$ cat src/rtl/loop_pkg.sv
// ----------------------------------------------------------------------------
// loop_pkg
// Shared types for the loop timer array.
//   chan_state_e : per-channel state (idle, counting, one-shot finished)
//   chan_mode_t  : latched mode bits of a channel (oneshot, hold)
// ----------------------------------------------------------------------------
package loop_pkg;

  typedef enum logic [1:0] {
    ST_IDLE  = 2'd0,
    ST_COUNT = 2'd1,
    ST_DONE  = 2'd2
  } chan_state_e;

  typedef struct packed {
    logic oneshot;
    logic hold;
  } chan_mode_t;

  // Periodic, pulse-ack mode used by auto-started channels
  localparam chan_mode_t MODE_AUTO = '{oneshot: 1'b0, hold: 1'b0};

endpackage

$ cat src/rtl/loop_timer_chan.sv
// ----------------------------------------------------------------------------
// loop_timer_chan
// One independent timer channel: state, down-counter, latched mode, ack and
// sticky overrun flag.
// Ports:
//   clk, rst    : clock and asynchronous active-high reset
//   wr          : an accepted configuration write targets this channel
//   wr_en       : 1 = (re)start counting, 0 = stop (go idle)
//   wr_period   : period P in cycles (0 is treated as 1)
//   wr_mode     : oneshot / hold mode bits for the write
//   ack_clr     : clears a held ack and the overrun flag
//   ack         : expiry indication (pulse or held, registered)
//   overrun     : sticky, set on a hold-mode expiry while ack is still 1
// ----------------------------------------------------------------------------
module loop_timer_chan
  import loop_pkg::*;
#(
  parameter int CNT_WIDTH      = 8,
  parameter int DEFAULT_PERIOD = 15,
  parameter int AUTO_START     = 1
) (
  input  logic                 clk,
  input  logic                 rst,
  input  logic                 wr,
  input  logic                 wr_en,
  input  logic [CNT_WIDTH-1:0] wr_period,
  input  chan_mode_t           wr_mode,
  input  logic                 ack_clr,
  output logic                 ack,
  output logic                 overrun
);

  // Counter reload value for a period: P-1, with P=0 folded onto P=1
  function automatic logic [CNT_WIDTH-1:0] reload_of(input logic [CNT_WIDTH-1:0] p);
    if (p == {CNT_WIDTH{1'b0}}) begin
      reload_of = {CNT_WIDTH{1'b0}};
    end else begin
      reload_of = p - CNT_WIDTH'(1);
    end
  endfunction

  localparam logic [CNT_WIDTH-1:0] RST_RELOAD =
    (DEFAULT_PERIOD <= 1) ? {CNT_WIDTH{1'b0}} : CNT_WIDTH'(DEFAULT_PERIOD - 1);
  localparam chan_state_e RST_STATE = (AUTO_START != 0) ? ST_COUNT : ST_IDLE;

  chan_state_e          state_r;
  logic [CNT_WIDTH-1:0] cnt_r;
  logic [CNT_WIDTH-1:0] reload_r;
  chan_mode_t           mode_r;
  logic                 ack_r;
  logic                 ovr_r;
  logic                 expire_s;
  logic                 ovr_set_s;

  // A write on the same edge discards the expiry
  assign expire_s  = (state_r == ST_COUNT) && (cnt_r == {CNT_WIDTH{1'b0}}) && !wr;
  // A coincident clear lets the expiry win without flagging an overrun
  assign ovr_set_s = expire_s && mode_r.hold && ack_r && !ack_clr;

  // Channel state machine, down-counter and latched mode
  always_ff @(posedge clk or posedge rst) begin
    if (rst) begin
      state_r  <= RST_STATE;
      cnt_r    <= RST_RELOAD;
      reload_r <= RST_RELOAD;
      mode_r   <= MODE_AUTO;
    end else if (wr) begin
      if (wr_en) begin
        state_r  <= ST_COUNT;
        cnt_r    <= reload_of(wr_period);
        reload_r <= reload_of(wr_period);
        mode_r   <= wr_mode;
      end else begin
        state_r  <= ST_IDLE;
      end
    end else begin
      case (state_r)
        ST_COUNT: begin
          if (cnt_r == {CNT_WIDTH{1'b0}}) begin
            if (mode_r.oneshot) begin
              state_r <= ST_DONE;
            end else begin
              cnt_r <= reload_r;
            end
          end else begin
            cnt_r <= cnt_r - CNT_WIDTH'(1);
          end
        end
        ST_IDLE, ST_DONE: begin
          state_r <= state_r;
        end
        default: begin
          state_r <= ST_IDLE;
        end
      endcase
    end
  end

  // Expiry indication and sticky overrun flag
  always_ff @(posedge clk or posedge rst) begin
    if (rst) begin
      ack_r <= 1'b0;
      ovr_r <= 1'b0;
    end else begin
      if (wr) begin
        ack_r <= 1'b0;
      end else if (expire_s) begin
        ack_r <= 1'b1;
      end else if (mode_r.hold && !ack_clr) begin
        ack_r <= ack_r;
      end else begin
        ack_r <= 1'b0;
      end

      if (ovr_set_s) begin
        ovr_r <= 1'b1;
      end else if (ack_clr) begin
        ovr_r <= 1'b0;
      end else begin
        ovr_r <= ovr_r;
      end
    end
  end

  assign ack     = ack_r;
  assign overrun = ovr_r;

endmodule

$ cat src/rtl/loop_timer_array.sv
// ----------------------------------------------------------------------------
// loop_timer_array
// Array of CHANNELS independent loop timers behind one configuration port.
// Ports:
//   clk, rst     : clock and asynchronous active-high reset
//   cfg_valid    : configuration write offered
//   cfg_ready    : write can be accepted (low in the cycle after an accept)
//   cfg_chan     : target channel
//   cfg_period   : period P in cycles
//   cfg_en       : 1 start/restart, 0 stop
//   cfg_oneshot  : 1 expire once, 0 periodic
//   cfg_hold     : 1 ack held until ack_clr, 0 one-cycle ack pulse
//   ack          : per-channel expiry indication
//   ack_clr      : per-channel clear of held ack and overrun
//   overrun      : per-channel sticky overrun flag
// ----------------------------------------------------------------------------
module loop_timer_array
  import loop_pkg::*;
#(
  parameter int CHANNELS       = 4,
  parameter int CNT_WIDTH      = 8,
  parameter int DEFAULT_PERIOD = 15,
  parameter int AUTO_START     = 1,
  localparam int CHAN_W        = (CHANNELS > 1) ? $clog2(CHANNELS) : 1
) (
  input  logic                 clk,
  input  logic                 rst,
  input  logic                 cfg_valid,
  output logic                 cfg_ready,
  input  logic [CHAN_W-1:0]    cfg_chan,
  input  logic [CNT_WIDTH-1:0] cfg_period,
  input  logic                 cfg_en,
  input  logic                 cfg_oneshot,
  input  logic                 cfg_hold,
  output logic [CHANNELS-1:0]  ack,
  input  logic [CHANNELS-1:0]  ack_clr,
  output logic [CHANNELS-1:0]  overrun
);

  logic                ready_r;
  logic                accept_s;
  logic [CHANNELS-1:0] wr_s;
  chan_mode_t          wr_mode_s;

  assign accept_s          = cfg_valid && ready_r;
  assign wr_mode_s.oneshot = cfg_oneshot;
  assign wr_mode_s.hold    = cfg_hold;

  // Write throttle: ready drops for exactly one cycle after each accept
  always_ff @(posedge clk or posedge rst) begin
    if (rst) begin
      ready_r <= 1'b0;
    end else begin
      ready_r <= !accept_s;
    end
  end

  // One-hot write decode; out-of-range channel numbers select nothing
  always_comb begin
    wr_s = {CHANNELS{1'b0}};
    for (int i = 0; i < CHANNELS; i++) begin
      if (cfg_chan == CHAN_W'(i)) begin
        wr_s[i] = accept_s;
      end else begin
        wr_s[i] = 1'b0;
      end
    end
  end

  assign cfg_ready = ready_r;

  for (genvar gi = 0; gi < CHANNELS; gi++) begin : g_chan
    loop_timer_chan #(
      .CNT_WIDTH      (CNT_WIDTH),
      .DEFAULT_PERIOD (DEFAULT_PERIOD),
      .AUTO_START     (AUTO_START)
    ) u_chan (
      .clk       (clk),
      .rst       (rst),
      .wr        (wr_s[gi]),
      .wr_en     (cfg_en),
      .wr_period (cfg_period),
      .wr_mode   (wr_mode_s),
      .ack_clr   (ack_clr[gi]),
      .ack       (ack[gi]),
      .overrun   (overrun[gi])
    );
  end

endmodule

$ cat config.mk
export PLATFORM = sky130hd
export DESIGN_NAME = loop_timer_array
export DESIGN_NICKNAME = d
export VERILOG_FILES = /design/src/rtl/loop_pkg.sv /design/src/rtl/loop_timer_chan.sv /design/src/rtl/loop_timer_array.sv
export SDC_FILE = /design/constraint.sdc
export NUM_CORES = 1
export LEC_CHECK = 0
export CORE_AREA = 2 2 90 92
export CTS_BUF_LIST = sky130_fd_sc_hd__clkbuf_8
export DETAILED_ROUTE_END_ITERATION = 8
export DIE_AREA = 0 0 92 94
export PLACE_DENSITY = 0.89
export RECOVER_POWER = 25
export SLEW_MARGIN = 30
export SYNTH_ARGS = -nofsm -noshare
export SYNTH_HDL_FRONTEND = slang
export SYNTH_SLANG_ARGS = --single-unit
$ cat constraint.sdc
create_clock -name clk -period 5.95 [get_ports clk]
set_clock_uncertainty 0.05 [all_clocks]
set_input_delay 1.19 -clock clk [delete_from_list [all_inputs] [get_ports clk]]
set_output_delay 1.19 -clock clk [all_outputs]
set_load 0.05 [all_outputs]
==> impl_results.html, run 1 <==
<table>
<tr><th>Metric</th><th>Value</th></tr>
<tr><th colspan="2">Critical path</th></tr>
<tr><td>Startpoint type of the worst setup path</td><td>input pin</td></tr>
<tr><td>Highest-delay cell along the critical path</td><td>sky130_fd_sc_hd__dlygate4sd3_1</td></tr>
<tr><td>Required time of the worst setup path</td><td>6.20 ns</td></tr>
<tr><td>Flop2flop setup slack</td><td>3.52 ns</td></tr>
<tr><td>Worst Setup End Kind</td><td>register</td></tr>
<tr><td>Biggest cell delay along the critical path</td><td>0.67 ns</td></tr>
<tr><td>WS Path Type</td><td>in -&gt; reg</td></tr>
<tr><td>Crit Path Max Fanout</td><td>17</td></tr>
<tr><td>Arrival time of the worst setup path</td><td>3.70 ns</td></tr>
<tr><td>Critical Path, Cell by Cell</td><td>dlygate4sd3_1 -&gt; and4_1 -&gt; nand2_1 -&gt; o31ai_4 -&gt; o21ai_0 -&gt; o22a_1</td></tr>
<tr><td>Worst R2R Path Depth</td><td>5</td></tr>
<tr><td>Launching point of the worst reg2reg path</td><td>cfg_ready$_DFF_PP0_</td></tr>
<tr><td>Startpoint of the most critical setup path</td><td>cfg_valid</td></tr>
<tr><td>Endpoint of the worst register-to-register path</td><td>g_chan[3].u_chan.cnt_r[2]$_DFFE_PP1P_</td></tr>
<tr><td>End point of the critical path</td><td>g_chan[3].u_chan.cnt_r[2]$_DFFE_PP1P_</td></tr>
<tr><th colspan="2">Floorplan</th></tr>
<tr><td>Die Span X</td><td>92 um</td></tr>
<tr><td>Ports</td><td>29</td></tr>
<tr><td>Effective utilization at floorplan</td><td>0.655</td></tr>
<tr><td>Standard-cell row count</td><td>32</td></tr>
<tr><td>Die H</td><td>94 um</td></tr>
<tr><td>Standard cell core area</td><td>7610 um2</td></tr>
<tr><td>Full die area</td><td>8650 um2</td></tr>
<tr><th colspan="2">Power and ir drop</th></tr>
<tr><td>Worst vdd rail ir drop</td><td>246 uV</td></tr>
<tr><td>Net Switching</td><td>0.000783 W</td></tr>
<tr><td>Switch share</td><td>0.362</td></tr>
<tr><td>Power density over cell area</td><td>396 nW/um2</td></tr>
<tr><td>Leakage power figure</td><td>2.27 nW</td></tr>
<tr><td>Internal power</td><td>0.00138 W</td></tr>
<tr><td>Combinational power share</td><td>0.325</td></tr>
<tr><td>Share of total power in the clock network</td><td>0.204</td></tr>
<tr><td>Share of power burned in registers</td><td>0.472</td></tr>
<tr><th colspan="2">Route</th></tr>
<tr><td>Routed Antenna Nets</td><td>0</td></tr>
<tr><td>DRC violation count after routing</td><td>0</td></tr>
<tr><td>Iter 0 DRT Violations</td><td>263</td></tr>
<tr><td>Total detailed-routing wirelength</td><td>11,800 um</td></tr>
<tr><td>Number of search-and-repair iterations in the first detailed-routing pass</td><td>5</td></tr>
<tr><td>Via count</td><td>4,085</td></tr>
<tr><td>Via density</td><td>6.38</td></tr>
<tr><td>Average wire per cell in the routed design</td><td>18.4 um</td></tr>
<tr><th colspan="2">GRT</th></tr>
<tr><td>Pin count of the biggest net entering global routing</td><td>62</td></tr>
<tr><td>GRT Overall Usage</td><td>0.293</td></tr>
<tr><td>GRT Residual Overflow</td><td>0</td></tr>
<tr><td>Vias in the first global route</td><td>3,993</td></tr>
<tr><td>First-pass GRT wire length</td><td>19,600 um</td></tr>
<tr><td>Antenna violations before repair</td><td>0</td></tr>
<tr><th colspan="2">STA</th></tr>
<tr><td>Final Max Tran Viols</td><td>62</td></tr>
<tr><td>Time the final worst path needs with I/O delays and setup</td><td>3.45 ns</td></tr>
<tr><td>Final setup TNS</td><td>0 ns</td></tr>
<tr><td>Number of setup violations in the final report</td><td>0</td></tr>
<tr><td>Transition at the pin with the smallest max-transition slack</td><td>2.55 ns</td></tr>
<tr><td>Fin. Hold Viols</td><td>0</td></tr>
<tr><td>Worst-case headroom to the max-slew limit</td><td>-0.707</td></tr>
<tr><td>RSZ-0062 raised after global routing</td><td>no</td></tr>
<tr><td>Achievable frequency</td><td>290 MHz</td></tr>
<tr><td>Share of the clock period used by the worst path after layout</td><td>0.579</td></tr>
<tr><th colspan="2">Placement</th></tr>
<tr><td>Placed wire-length estimate after detailed placement</td><td>8060 um</td></tr>
<tr><td>IO Port Bufs</td><td>28</td></tr>
<tr><td>Final weighted congestion in routability-driven placement</td><td>0.877</td></tr>
<tr><td>Number of placed instances, taps included</td><td>624</td></tr>
<tr><th colspan="2">Logic synthesis</th></tr>
<tr><td>Syn Area/Cell</td><td>9.53 um2</td></tr>
<tr><td>Cell area after synthesis</td><td>4980 um2</td></tr>
<tr><td>Number of enable flip-flop cells after synthesis</td><td>0</td></tr>
<tr><td>Synth area leader</td><td>sky130_fd_sc_hd__dfrtp_1</td></tr>
<tr><td>Main flop type after synthesis</td><td>sky130_fd_sc_hd__dfrtp_1</td></tr>
<tr><td>Fraction of synthesis flops using an asynchronous set or reset pin</td><td>1.00</td></tr>
<tr><td>Yosys warning count</td><td>0</td></tr>
<tr><td>Distinct cell type count after synthesis</td><td>75</td></tr>
<tr><td>Post-synthesis sequential element count</td><td>89</td></tr>
<tr><td>Number of nets produced by synthesis</td><td>553</td></tr>
<tr><td>Largest cells by area after synthesis</td><td>sky130_fd_sc_hd__dfrtp_1, sky130_fd_sc_hd__dfstp_2, sky130_fd_sc_hd__nand2_1</td></tr>
<tr><td>Sequential area share after synthesis</td><td>0.454</td></tr>
<tr><td>Synthesized netlist cell count</td><td>523</td></tr>
<tr><td>Area share of the leading cell type in the synthesized netlist</td><td>0.306</td></tr>
<tr><th colspan="2">CTS</th></tr>
<tr><td>Clock root buffer master</td><td>sky130_fd_sc_hd__clkbuf_8</td></tr>
<tr><td>Number of cells upsized or downsized after cts</td><td>0</td></tr>
<tr><td>Number of buffers added by the clock tree synthesis step</td><td>9</td></tr>
<tr><td># H-tree levels</td><td>3</td></tr>
<tr><td>Number of clock sinks seen by CTS</td><td>89</td></tr>
<tr><td>Clock insertion delay at the later pin of the skew report</td><td>0.37 ns</td></tr>
<tr><td>Number of buffers inserted by hold repair at cts</td><td>0</td></tr>
<tr><td>CTS clk-pin slew, worst paths</td><td>0.09 ns</td></tr>
<tr><td>Number of buffers added for setup after CTS</td><td>0</td></tr>
<tr><td>Number of buffers between clock root and the deepest sink</td><td>2</td></tr>
<tr><td>TritonCTS clock tree</td><td>done</td></tr>
<tr><th colspan="2">Final layout</th></tr>
<tr><td>Fraction of layout cells with a size suffix above 1</td><td>0.154</td></tr>
<tr><td>Number of antenna repair diodes</td><td>0</td></tr>
<tr><td># fillers</td><td>554</td></tr>
<tr><td>Nets</td><td>563</td></tr>
<tr><td>Non-Filler Instances</td><td>640</td></tr>
<tr><td>Synthesis-to-layout area growth</td><td>9.47%</td></tr>
<tr><th colspan="2">Status</th></tr>
<tr><td>Outcome</td><td>complete, but fails checks</td></tr>
<tr><td>Violations in the final reports</td><td>max-capacitance violations, max-slew violations</td></tr>
<tr><th colspan="2">Min path</th></tr>
<tr><td>Hold Path Class</td><td>reg -&gt; reg</td></tr>
<tr><th colspan="2">Job</th></tr>
<tr><td>Count of maximum capacitance violations</td><td>1</td></tr>
</table>
[state kept, by name (all words and copies together), names as in the netlist]
signal and cells:
g_chan.u_chan.cnt_r 32, g_chan.u_chan.state_r 8, cfg_ready 1, g_chan.u_chan.ack 4, g_chan.u_chan.mode_r 8, g_chan.u_chan.overrun 4
g_chan.u_chan.reload_r 32
[per-stage QoR]
step	cell area (um2)	total power (W)	worst slack (ns)	hold slack, ns	util
3_3_place_gp	5230	0.00166	2.29	0.412	0.687
4_1_cts	5450	0.00215	2.56	0.435	0.716
3_5_place_dp	5230	0.00170	2.19	0.416	0.688
6_report	5460	0.00216	2.50	0.429	0.717
2_1_floorplan	4980	0.00152	2.45	0.394	-
5_1_grt	5460	0.00229	2.11	0.453	0.717
[kinds of logic after synthesis]
kind of cell | share of synthesized area
flops | 0.454
buf+inv | 0.0487
compound gates | 0.211
mux | 0.0482
simple gates | 0.190
fa+ha+maj | 0.0251
xor+xnor | 0.0228
[critical path: cells and delay by family]
kind,cells,cell delay (ns)
AO/OA/AOI/OAI,3,0.79
buffers and inverters,1,0.67
AND/OR/NAND/NOR,2,1.04
[layout by cell type, fill, tap and decap left out, types with 3 or more instances in the layout]
cell,netlist,final
sky130_fd_sc_hd__a211oi_1,12,12
sky130_fd_sc_hd__a21oi_1,25,25
sky130_fd_sc_hd__a22o_1,3,3
sky130_fd_sc_hd__a31oi_1,11,11
sky130_fd_sc_hd__a41o_1,3,3
sky130_fd_sc_hd__a41oi_1,3,3
sky130_fd_sc_hd__clkbuf_8,0,11
sky130_fd_sc_hd__clkdlybuf4s50_1,0,26
sky130_fd_sc_hd__dfrtp_1,61,61
sky130_fd_sc_hd__dfstp_2,28,28
sky130_fd_sc_hd__ha_1,10,10
sky130_fd_sc_hd__inv_1,17,16
sky130_fd_sc_hd__mux2_2,16,16
sky130_fd_sc_hd__mux2i_1,6,4
sky130_fd_sc_hd__nand2_1,70,70
sky130_fd_sc_hd__nand2b_1,9,9
sky130_fd_sc_hd__nand3_1,5,5
sky130_fd_sc_hd__nor2_1,50,50
sky130_fd_sc_hd__nor2b_1,3,3
sky130_fd_sc_hd__nor3_1,10,10
sky130_fd_sc_hd__nor3b_1,6,6
sky130_fd_sc_hd__nor4_1,3,3
sky130_fd_sc_hd__o211ai_1,5,5
sky130_fd_sc_hd__o21ai_0,51,51
sky130_fd_sc_hd__o21bai_1,3,3
sky130_fd_sc_hd__o22a_1,11,11
sky130_fd_sc_hd__o22ai_1,5,5
sky130_fd_sc_hd__o31ai_1,3,3
sky130_fd_sc_hd__xnor2_1,8,8
sky130_fd_sc_hd__xor2_1,5,5
[layout make-up]
cell class / instances / area (um2) / area share
multi-input cells: 386 / 2490 / 0.457
flip-flops and latches: 89 / 2260 / 0.415
repair buffers: 29 / 288 / 0.0528
clock buffers: 11 / 151 / 0.0278
well taps: 102 / 128 / 0.0234
inverters: 18 / 68.8 / 0.0126
clock inverters: 5 / 62.6 / 0.0115
[per-layer routing]
layer / wire length, um / share of wire / up-vias / track usage
met1: 4940 / 0.42 / 1989 / 0.385
met3: 774 / 0.066 / 25 / 0.0490
met2: 5780 / 0.49 / 168 / 0.475
li1: - / - / 1903 / -
met5: 0 / 0 / - / 0
met4: 306 / 0.026 / 0 / 0.144
[power groups by stage]
stage / combinational, W / clock (W) / sequential (W)
4_1_cts: 0.000693 / 0.000442 / 0.00101
6_report: 0.000702 / 0.000441 / 0.00102
2_1_floorplan: 0.000560 / 0 / 0.000963
3_5_place_dp: 0.000681 / 0 / 0.00102
5_1_grt: 0.000779 / 0.000468 / 0.00104
3_3_place_gp: 0.000645 / 0 / 0.00101
[worst min path at each step]
stage,from,to,cells past startpoint
after floorplan,g_chan[1].u_chan.reload_r[7]$_DFFE_PP0P_,g_chan[1].u_chan.reload_r[7]$_DFFE_PP0P_,2
after global placement,g_chan[2].u_chan.reload_r[5]$_DFFE_PP0P_,g_chan[2].u_chan.reload_r[5]$_DFFE_PP0P_,2
after detailed placement,g_chan[2].u_chan.reload_r[5]$_DFFE_PP0P_,g_chan[2].u_chan.reload_r[5]$_DFFE_PP0P_,2
after CTS,g_chan[2].u_chan.reload_r[5]$_DFFE_PP0P_,g_chan[2].u_chan.reload_r[5]$_DFFE_PP0P_,2
after global routing,g_chan[2].u_chan.reload_r[5]$_DFFE_PP0P_,g_chan[2].u_chan.reload_r[5]$_DFFE_PP0P_,2
final,g_chan[2].u_chan.reload_r[5]$_DFFE_PP0P_,g_chan[2].u_chan.reload_r[5]$_DFFE_PP0P_,2
[synthesized netlist by cell type (all sizes together) (2+ instances only)]
cell type / n
and4b: 2
o22ai: 6
nor2b: 3
nor2: 50
dfrtp: 61
a31oi: 12
a41oi: 3
inv: 18
nand2b: 10
mux2: 16
nand3: 5
ha: 10
o21a: 2
nor4b: 4
a22o: 3
a21oi: 26
nor3b: 6
a41o: 3
nand2: 70
or3b: 2
dfstp: 28
clkbuf: 13
or4: 2
o21bai: 3
nor4: 4
nor3: 12
o21ai: 53
o31a: 2
buf: 17
a211oi: 12
nand4b: 2
o211ai: 6
xor2: 5
xnor2: 8
o31ai: 4
o22a: 11
and3: 2
mux2i: 6
or3: 2
Note: power is estimated with default switching activity, not from simulation.
==> run 2, diff against run 1 <==
- CORE_AREA: 2 2 90 92 -> 2 2 98 100
- DIE_AREA: 0 0 92 94 -> 0 0 100 102
- PLACE_DENSITY: 0.89 -> 0.8
- clock period: 5.95 -> 2.85 ns (I/O delays scaled with it)
==> run 2 against run 1 <==
  * The flow now finishes without violations
  * Global-route usage fell by 3.9 points
  * Power is 120% higher
  * Wire length up 2.7%
  * Largest power group unchanged
  * Largest cell class unchanged
  * Worst setup slack worse by 2.1 ns
  * Highest routed layer unchanged
  * Cell count is 4.8% higher
  * Combinational power rose by 110%
  * Sequential share of layout area is 1.4 points lower
  * First-iteration DRC count is 25% lower
  * Via count decreased by 0.24%
==> impl_results.html, run 2 (same netlist as run 1, synthesis figures left out) <==
<table>
<tr><th>Metric</th><th>Value</th></tr>
<tr><th colspan="2">Job</th></tr>
<tr><td>Count of maximum capacitance violations</td><td>0</td></tr>
<tr><th colspan="2">STA</th></tr>
<tr><td>Number of setup violations in the final report</td><td>0</td></tr>
<tr><td>Worst-case headroom to the max-slew limit</td><td>0.314</td></tr>
<tr><td>Achievable frequency</td><td>407 MHz</td></tr>
<tr><td>Share of the clock period used by the worst path after layout</td><td>0.861</td></tr>
<tr><td>Transition at the pin with the smallest max-transition slack</td><td>1.03 ns</td></tr>
<tr><td>Fin. Hold Viols</td><td>0</td></tr>
<tr><td>Final Max Tran Viols</td><td>0</td></tr>
<tr><td>Final setup TNS</td><td>0 ns</td></tr>
<tr><td>Time the final worst path needs with I/O delays and setup</td><td>2.45 ns</td></tr>
<tr><td>RSZ-0062 raised after global routing</td><td>no</td></tr>
<tr><th colspan="2">Power and ir drop</th></tr>
<tr><td>Internal power</td><td>0.00304 W</td></tr>
<tr><td>Share of power burned in registers</td><td>0.454</td></tr>
<tr><td>Share of total power in the clock network</td><td>0.230</td></tr>
<tr><td>Worst vdd rail ir drop</td><td>544 uV</td></tr>
<tr><td>Switch share</td><td>0.348</td></tr>
<tr><td>Net Switching</td><td>0.00162 W</td></tr>
<tr><td>Power density over cell area</td><td>826 nW/um2</td></tr>
<tr><td>Leakage power figure</td><td>2.40 nW</td></tr>
<tr><td>Combinational power share</td><td>0.316</td></tr>
<tr><th colspan="2">Final layout</th></tr>
<tr><td>Synthesis-to-layout area growth</td><td>13.2%</td></tr>
<tr><td>Fraction of layout cells with a size suffix above 1</td><td>0.180</td></tr>
<tr><td>Number of antenna repair diodes</td><td>0</td></tr>
<tr><td>Nets</td><td>585</td></tr>
<tr><td>Non-Filler Instances</td><td>671</td></tr>
<tr><td>Largest regs</td><td>g_chan.u_chan.cnt_r (32), g_chan.u_chan.reload_r (32)</td></tr>
<tr><td>Most frequent cells in the layout</td><td>sky130_fd_sc_hd__nand2_1, sky130_fd_sc_hd__dfrtp_1, sky130_fd_sc_hd__o21ai_0, sky130_fd_sc_hd__nor2_1, sky130_fd_sc_hd__dfstp_2</td></tr>
<tr><td>Most common cell after layout, fill and taps aside</td><td>sky130_fd_sc_hd__nand2_1</td></tr>
<tr><th colspan="2">CTS</th></tr>
<tr><td>Number of buffers inserted by hold repair at cts</td><td>0</td></tr>
<tr><td>Clock root buffer master</td><td>sky130_fd_sc_hd__clkbuf_8</td></tr>
<tr><td>Number of buffers added by the clock tree synthesis step</td><td>9</td></tr>
<tr><td>CTS clk-pin slew, worst paths</td><td>0.09 ns</td></tr>
<tr><td>Number of buffers between clock root and the deepest sink</td><td>2</td></tr>
<tr><td>Number of clock sinks seen by CTS</td><td>89</td></tr>
<tr><td>Number of cells upsized or downsized after cts</td><td>0</td></tr>
<tr><td>TritonCTS clock tree</td><td>done</td></tr>
<tr><td>Number of buffers added for setup after CTS</td><td>0</td></tr>
<tr><td>Clock insertion delay at the later pin of the skew report</td><td>0.35 ns</td></tr>
<tr><td># H-tree levels</td><td>3</td></tr>
<tr><th colspan="2">Critical path</th></tr>
<tr><td>Flop2flop setup slack</td><td>0.53 ns</td></tr>
<tr><td>Biggest cell delay along the critical path</td><td>0.46 ns</td></tr>
<tr><td>Endpoint of the worst register-to-register path</td><td>g_chan[1].u_chan.cnt_r[0]$_DFFE_PP0P_</td></tr>
<tr><td>Required time of the worst setup path</td><td>3.08 ns</td></tr>
<tr><td>WP buf/inv</td><td>2</td></tr>
<tr><td>WS Path Type</td><td>in -&gt; reg</td></tr>
<tr><td>Launching point of the worst reg2reg path</td><td>g_chan[1].u_chan.cnt_r[0]$_DFFE_PP0P_</td></tr>
<tr><td>Startpoint of the most critical setup path</td><td>cfg_period[0]</td></tr>
<tr><td>Worst R2R Path Depth</td><td>7</td></tr>
<tr><td>Startpoint type of the worst setup path</td><td>input pin</td></tr>
<tr><td>Levels on crit path</td><td>8</td></tr>
<tr><td>Crit Path Max Fanout</td><td>8</td></tr>
<tr><td>End point of the critical path</td><td>g_chan[2].u_chan.cnt_r[1]$_DFFE_PP1P_</td></tr>
<tr><td>Arrival time of the worst setup path</td><td>2.69 ns</td></tr>
<tr><td>Top Family by Delay on Critical Path</td><td>simple AND/OR/NAND/NOR gates</td></tr>
<tr><td>Worst Setup End Kind</td><td>register</td></tr>
<tr><td>Highest-delay cell along the critical path</td><td>sky130_fd_sc_hd__clkdlybuf4s50_1</td></tr>
<tr><td>Critical Path, Cell by Cell</td><td>clkdlybuf4s50_1 -&gt; inv_1 -&gt; ha_1 -&gt; nor4b_2 -&gt; nand2_1 -&gt; nand2b_1 -&gt; nor2_1 -&gt; o31a_1</td></tr>
<tr><th colspan="2">Floorplan</th></tr>
<tr><td>Die H</td><td>102 um</td></tr>
<tr><td>Die Span X</td><td>100 um</td></tr>
<tr><td>Effective utilization at floorplan</td><td>0.547</td></tr>
<tr><td>Full die area</td><td>10,200 um2</td></tr>
<tr><td>Ports</td><td>29</td></tr>
<tr><td>Standard cell core area</td><td>9110 um2</td></tr>
<tr><td>Standard-cell row count</td><td>35</td></tr>
<tr><th colspan="2">GRT</th></tr>
<tr><td>Global route hottest layer</td><td>met2</td></tr>
<tr><td>GRT Overall Usage</td><td>0.254</td></tr>
<tr><td>GR Util met1</td><td>0.325</td></tr>
<tr><td>Met3 Usage GRT</td><td>0.0561</td></tr>
<tr><td>First-pass GRT wire length</td><td>20,300 um</td></tr>
<tr><td>Antenna violations before repair</td><td>0</td></tr>
<tr><td>Vias in the first global route</td><td>4,195</td></tr>
<tr><td>GRT Residual Overflow</td><td>0</td></tr>
<tr><td>Global routing usage on met2</td><td>0.431</td></tr>
<tr><td>Pin count of the biggest net entering global routing</td><td>42</td></tr>
<tr><th colspan="2">Placement</th></tr>
<tr><td>Placed wire-length estimate after detailed placement</td><td>8520 um</td></tr>
<tr><td>Final weighted congestion in routability-driven placement</td><td>0.918</td></tr>
<tr><td>IO Port Bufs</td><td>28</td></tr>
<tr><td>Number of placed instances, taps included</td><td>655</td></tr>
<tr><th colspan="2">Route</th></tr>
<tr><td>Iter 0 DRT Violations</td><td>197</td></tr>
<tr><td>Via density</td><td>6.07</td></tr>
<tr><td>Average wire per cell in the routed design</td><td>18.1 um</td></tr>
<tr><td>Via count</td><td>4,075</td></tr>
<tr><td>Number of search-and-repair iterations in the first detailed-routing pass</td><td>4</td></tr>
<tr><td>Routed Antenna Nets</td><td>0</td></tr>
<tr><td>DRC violation count after routing</td><td>0</td></tr>
<tr><td>Total detailed-routing wirelength</td><td>12,100 um</td></tr>
<tr><th colspan="2">Min path</th></tr>
<tr><td>Worst hold path depth</td><td>2</td></tr>
<tr><td>Hold Path Class</td><td>reg -&gt; reg</td></tr>
<tr><th colspan="2">Status</th></tr>
<tr><td>Outcome</td><td>completed</td></tr>
</table>
[run 2: cell types whose count changed in the layout (fill, tap and decap cells not counted)]
cell,delta
sky130_fd_sc_hd__bufinv_16,+2
sky130_fd_sc_hd__clkbuf_2,+1
sky130_fd_sc_hd__inv_8,+1
sky130_fd_sc_hd__mux2i_2,-2
sky130_fd_sc_hd__buf_4,+19
sky130_fd_sc_hd__clkbuf_8,-2
sky130_fd_sc_hd__clkbuf_1,+2
sky130_fd_sc_hd__clkinvlp_4,-1
sky130_fd_sc_hd__mux2i_1,+2
sky130_fd_sc_hd__o31ai_2,+1
sky130_fd_sc_hd__o31ai_4,-1
[run 2: per-layer routing]
layer / routed length [um] / share of wire
met4: 297 / 0.025
met5: 0 / 0
met2: 5990 / 0.49
met1: 5180 / 0.43
met3: 644 / 0.053
[run 2: per-stage QoR]
stage | cell area (um2) | setup WS (ns) | power (W) | utilization | hold slack (ns)
after floorplan | 4990 | 0.759 | 0.00318 | - | 0.394
after global routing | 5640 | 0.172 | 0.00497 | 0.619 | 0.449
after global placement | 5420 | 0.149 | 0.00349 | 0.595 | 0.410
after CTS | 5670 | 0.433 | 0.00467 | 0.622 | 0.438
after detailed placement | 5420 | 0.0584 | 0.00359 | 0.595 | 0.419
final | 5640 | 0.396 | 0.00466 | 0.619 | 0.431
[run 2: layout make-up]
cell class                 count  area [um2]
timing repair buffer          51         443
clock inverter                 7         126
fill                         768        3470
sequential                    89        2260
inverter                      18        68.8
tap                          111         139
multi-input combinational    386        2480
clock buffer                   9         124
[run 2: tightest hold or removal path: stages, from the launching register on]
cell                      delay, ns
sky130_fd_sc_hd__dfrtp_1       0.34
sky130_fd_sc_hd__nand2_1       0.04
sky130_fd_sc_hd__o21ai_0       0.06
[run 2: worst min-delay path by stage]
stage	to	from
floorplan	g_chan[1].u_chan.reload_r[7]$_DFFE_PP0P_	g_chan[1].u_chan.reload_r[7]$_DFFE_PP0P_
global placement	g_chan[2].u_chan.reload_r[5]$_DFFE_PP0P_	g_chan[2].u_chan.reload_r[5]$_DFFE_PP0P_
detailed placement	g_chan[2].u_chan.reload_r[5]$_DFFE_PP0P_	g_chan[2].u_chan.reload_r[5]$_DFFE_PP0P_
CTS	g_chan[2].u_chan.reload_r[5]$_DFFE_PP0P_	g_chan[2].u_chan.reload_r[5]$_DFFE_PP0P_
global route	g_chan[2].u_chan.reload_r[2]$_DFFE_PP1P_	g_chan[2].u_chan.reload_r[2]$_DFFE_PP1P_
finish	g_chan[2].u_chan.reload_r[5]$_DFFE_PP0P_	g_chan[2].u_chan.reload_r[5]$_DFFE_PP0P_
[run 2: power by group through the flow]
stage | clock (W) | combinational, W | sequential, W
after floorplan | 0 | 0.00117 | 0.00201
after global placement | 0 | 0.00139 | 0.00210
after detailed placement | 0 | 0.00146 | 0.00212
after CTS | 0.00108 | 0.00148 | 0.00211
after global routing | 0.00115 | 0.00165 | 0.00217
final | 0.00107 | 0.00147 | 0.00212
==> run 3, diff against run 2 <==
- MAX_ROUTING_LAYER: not set -> met4
==> run 3 against run 2 <==
  * Worst hold slack improved by 0.010 ns
  * Maximum frequency increased by 1.3%
  * First-iteration DRC count decreased by 25%
  * Cell count unchanged
  * Non-clock buffer count unchanged
  * Sequential share of layout area increased by 0.23 points
  * Sequential power about the same
  * Register-to-register slack about the same
  * Cell area decreased by 0.58%
  * Sequential cell count unchanged
  * Critical path depth unchanged
  * Global-route usage increased by 0.65 points
==> impl_results.html, run 3 (same netlist as run 1, synthesis figures left out) <==
<table>
<tr><th>Metric</th><th>Value</th></tr>
<tr><th colspan="2">Critical path</th></tr>
<tr><td>WP buf/inv</td><td>2</td></tr>
<tr><td>Highest-delay cell along the critical path</td><td>sky130_fd_sc_hd__clkdlybuf4s50_1</td></tr>
<tr><td>Startpoint type of the worst setup path</td><td>input pin</td></tr>
<tr><td>Worst Setup End Kind</td><td>register</td></tr>
<tr><td>Arrival time of the worst setup path</td><td>2.68 ns</td></tr>
<tr><td>Biggest cell delay along the critical path</td><td>0.47 ns</td></tr>
<tr><td>Flop2flop setup slack</td><td>0.52 ns</td></tr>
<tr><td>Top Family by Delay on Critical Path</td><td>simple AND/OR/NAND/NOR gates</td></tr>
<tr><td>Required time of the worst setup path</td><td>3.11 ns</td></tr>
<tr><td>Crit Path Max Fanout</td><td>8</td></tr>
<tr><td>WS Path Type</td><td>in -&gt; reg</td></tr>
<tr><td>Critical Path, Cell by Cell</td><td>clkdlybuf4s50_1 -&gt; inv_1 -&gt; ha_1 -&gt; nor4b_2 -&gt; nand2_1 -&gt; nand2b_1 -&gt; nor2_1 -&gt; o31a_1</td></tr>
<tr><th colspan="2">GRT</th></tr>
<tr><td>Antenna violations before repair</td><td>0</td></tr>
<tr><td>Pin count of the biggest net entering global routing</td><td>45</td></tr>
<tr><td>Vias in the first global route</td><td>4,135</td></tr>
<tr><td>GRT Overall Usage</td><td>0.261</td></tr>
<tr><td>GRT Residual Overflow</td><td>0</td></tr>
<tr><td>First-pass GRT wire length</td><td>20,300 um</td></tr>
<tr><th colspan="2">Route</th></tr>
<tr><td>DRC violation count after routing</td><td>0</td></tr>
<tr><td>Via density</td><td>6.14</td></tr>
<tr><td>Routed Antenna Nets</td><td>0</td></tr>
<tr><td>Iter 0 DRT Violations</td><td>148</td></tr>
<tr><td>Total detailed-routing wirelength</td><td>12,000 um</td></tr>
<tr><td>Via count</td><td>4,119</td></tr>
<tr><td>Number of search-and-repair iterations in the first detailed-routing pass</td><td>4</td></tr>
<tr><td>Average wire per cell in the routed design</td><td>17.9 um</td></tr>
<tr><th colspan="2">Power and ir drop</th></tr>
<tr><td>Leakage power figure</td><td>2.39 nW</td></tr>
<tr><td>Worst vdd rail ir drop</td><td>407 uV</td></tr>
<tr><td>Power density over cell area</td><td>793 nW/um2</td></tr>
<tr><th colspan="2">STA</th></tr>
<tr><td>Worst-case headroom to the max-slew limit</td><td>0.202</td></tr>
<tr><td>Achievable frequency</td><td>413 MHz</td></tr>
<tr><td>Number of setup violations in the final report</td><td>0</td></tr>
<tr><td>Share of the clock period used by the worst path after layout</td><td>0.850</td></tr>
<tr><td>RSZ-0062 raised after global routing</td><td>no</td></tr>
<tr><td>Time the final worst path needs with I/O delays and setup</td><td>2.42 ns</td></tr>
<tr><td>Fin. Hold Viols</td><td>0</td></tr>
<tr><td>Hold Worst Slack</td><td>0.441 ns</td></tr>
<tr><td>Transition at the pin with the smallest max-transition slack</td><td>1.19 ns</td></tr>
<tr><td>Final setup TNS</td><td>0 ns</td></tr>
<tr><td>Final Max Tran Viols</td><td>0</td></tr>
<tr><th colspan="2">CTS</th></tr>
<tr><td>Number of buffers added by the clock tree synthesis step</td><td>9</td></tr>
<tr><td>Number of buffers added for setup after CTS</td><td>0</td></tr>
<tr><td>TritonCTS clock tree</td><td>done</td></tr>
<tr><td>CTS clk-pin slew, worst paths</td><td>0.10 ns</td></tr>
<tr><td>Clock root buffer master</td><td>sky130_fd_sc_hd__clkbuf_8</td></tr>
<tr><td>Number of cells upsized or downsized after cts</td><td>0</td></tr>
<tr><td>Number of clock sinks seen by CTS</td><td>89</td></tr>
<tr><td>Number of buffers inserted by hold repair at cts</td><td>0</td></tr>
<tr><td>Number of buffers between clock root and the deepest sink</td><td>2</td></tr>
<tr><td>Clock insertion delay at the later pin of the skew report</td><td>0.38 ns</td></tr>
<tr><td># H-tree levels</td><td>3</td></tr>
<tr><th colspan="2">Final layout</th></tr>
<tr><td>Share of the core filled with cells in the final layout</td><td>0.616</td></tr>
<tr><td>Most frequent cells in the layout</td><td>sky130_fd_sc_hd__nand2_1, sky130_fd_sc_hd__dfrtp_1, sky130_fd_sc_hd__o21ai_0, sky130_fd_sc_hd__nor2_1, sky130_fd_sc_hd__dfstp_2</td></tr>
<tr><td>Fraction of layout cells with a size suffix above 1</td><td>0.184</td></tr>
<tr><td>Largest regs</td><td>g_chan.u_chan.cnt_r (32), g_chan.u_chan.reload_r (32)</td></tr>
<tr><td>Number of antenna repair diodes</td><td>0</td></tr>
<tr><td>Nets</td><td>585</td></tr>
<tr><td># fillers</td><td>785</td></tr>
<tr><td>Synthesis-to-layout area growth</td><td>12.6%</td></tr>
<tr><td>Most common cell after layout, fill and taps aside</td><td>sky130_fd_sc_hd__nand2_1</td></tr>
<tr><th colspan="2">Floorplan</th></tr>
<tr><td>Effective utilization at floorplan</td><td>0.547</td></tr>
<tr><td>Die H</td><td>102 um</td></tr>
<tr><td>Die Span X</td><td>100 um</td></tr>
<tr><td>Ports</td><td>29</td></tr>
<tr><td>Full die area</td><td>10,200 um2</td></tr>
<tr><td>Standard-cell row count</td><td>35</td></tr>
<tr><td>Standard cell core area</td><td>9110 um2</td></tr>
<tr><th colspan="2">Placement</th></tr>
<tr><td>Final weighted congestion in routability-driven placement</td><td>0.912</td></tr>
<tr><td>IO Port Bufs</td><td>28</td></tr>
<tr><td>Placed wire-length estimate after detailed placement</td><td>8370 um</td></tr>
<tr><th colspan="2">Status</th></tr>
<tr><td>Outcome</td><td>completed</td></tr>
<tr><th colspan="2">Job</th></tr>
<tr><td>Count of maximum capacitance violations</td><td>0</td></tr>
<tr><th colspan="2">Min path</th></tr>
<tr><td>Hold Path Class</td><td>reg -&gt; reg</td></tr>
</table>
[run 3: power breakdown]
group	internal [W]	switching, W	total [W]
sequential	0.00171	0.000403	0.00212
clock	0.000343	0.000534	0.000877
combinational	0.000735	0.000720	0.00146
total	0.00279	0.00166	0.00445
[run 3: final timing paths]
kind | from | to | cells after the start
setup / recovery | cfg_period[0] | g_chan[2].u_chan.cnt_r[1]$_DFFE_PP1P_ | 8
hold / removal | g_chan[3].u_chan.reload_r[4]$_DFFE_PP0P_ | g_chan[3].u_chan.reload_r[4]$_DFFE_PP0P_ | 2
setup reg to reg | g_chan[1].u_chan.cnt_r[0]$_DFFE_PP0P_ | g_chan[1].u_chan.cnt_r[5]$_DFFE_PP0P_ | 8
hold reg to reg | g_chan[3].u_chan.reload_r[4]$_DFFE_PP0P_ | g_chan[3].u_chan.reload_r[4]$_DFFE_PP0P_ | 2
max in group asynchronous | rst | g_chan[3].u_chan.cnt_r[3]$_DFFE_PP1P_ | 3
min in group asynchronous | rst | g_chan[1].u_chan.cnt_r[4]$_DFFE_PP0P_ | 2
[run 3: worst reg2reg max path: stages, from the launching register on]
cell and delay, ns:
sky130_fd_sc_hd__dfrtp_1 0.44, sky130_fd_sc_hd__inv_1 0.13, sky130_fd_sc_hd__ha_1 0.24, sky130_fd_sc_hd__nor4b_1 0.40
sky130_fd_sc_hd__a311o_1 0.23, sky130_fd_sc_hd__nand2_1 0.31, sky130_fd_sc_hd__buf_4 0.28, sky130_fd_sc_hd__a21oi_1 0.12
sky130_fd_sc_hd__a21oi_1 0.05
[run 3: through the flow]
step	setup WS (ns)	std cells	instance area, um2	total power (W)
2_1_floorplan	0.759	523	4990	0.00318
3_3_place_gp	0.168	655	5420	0.00349
3_5_place_dp	0.0613	655	5420	0.00357
4_1_cts	0.443	671	5610	0.00445
5_1_grt	0.184	671	5610	0.00474
6_report	0.428	671	5610	0.00445
[run 3: area by class of cell]
type                            instances  area (um2)  share of cell area
Multi-Input combinational cell        386        2480               0.442
Sequential cell                        89        2260               0.403
Timing Repair Buffer                   51         465              0.0830
Tap cell                              111         139              0.0248
Clock buffer                            9         124              0.0221
Clock inverter                          7        71.3              0.0127
Inverter                               18        68.8              0.0123
[run 3: layer usage]
metal / up-vias / GRT usage / share of wire
met5: - / - / 0
met3: 26 / 0.0431 / 0.047
met4: 0 / 0.0917 / 0.025
met2: 113 / 0.433 / 0.48
met1: 2032 / 0.325 / 0.44
li1: 1948 / - / -
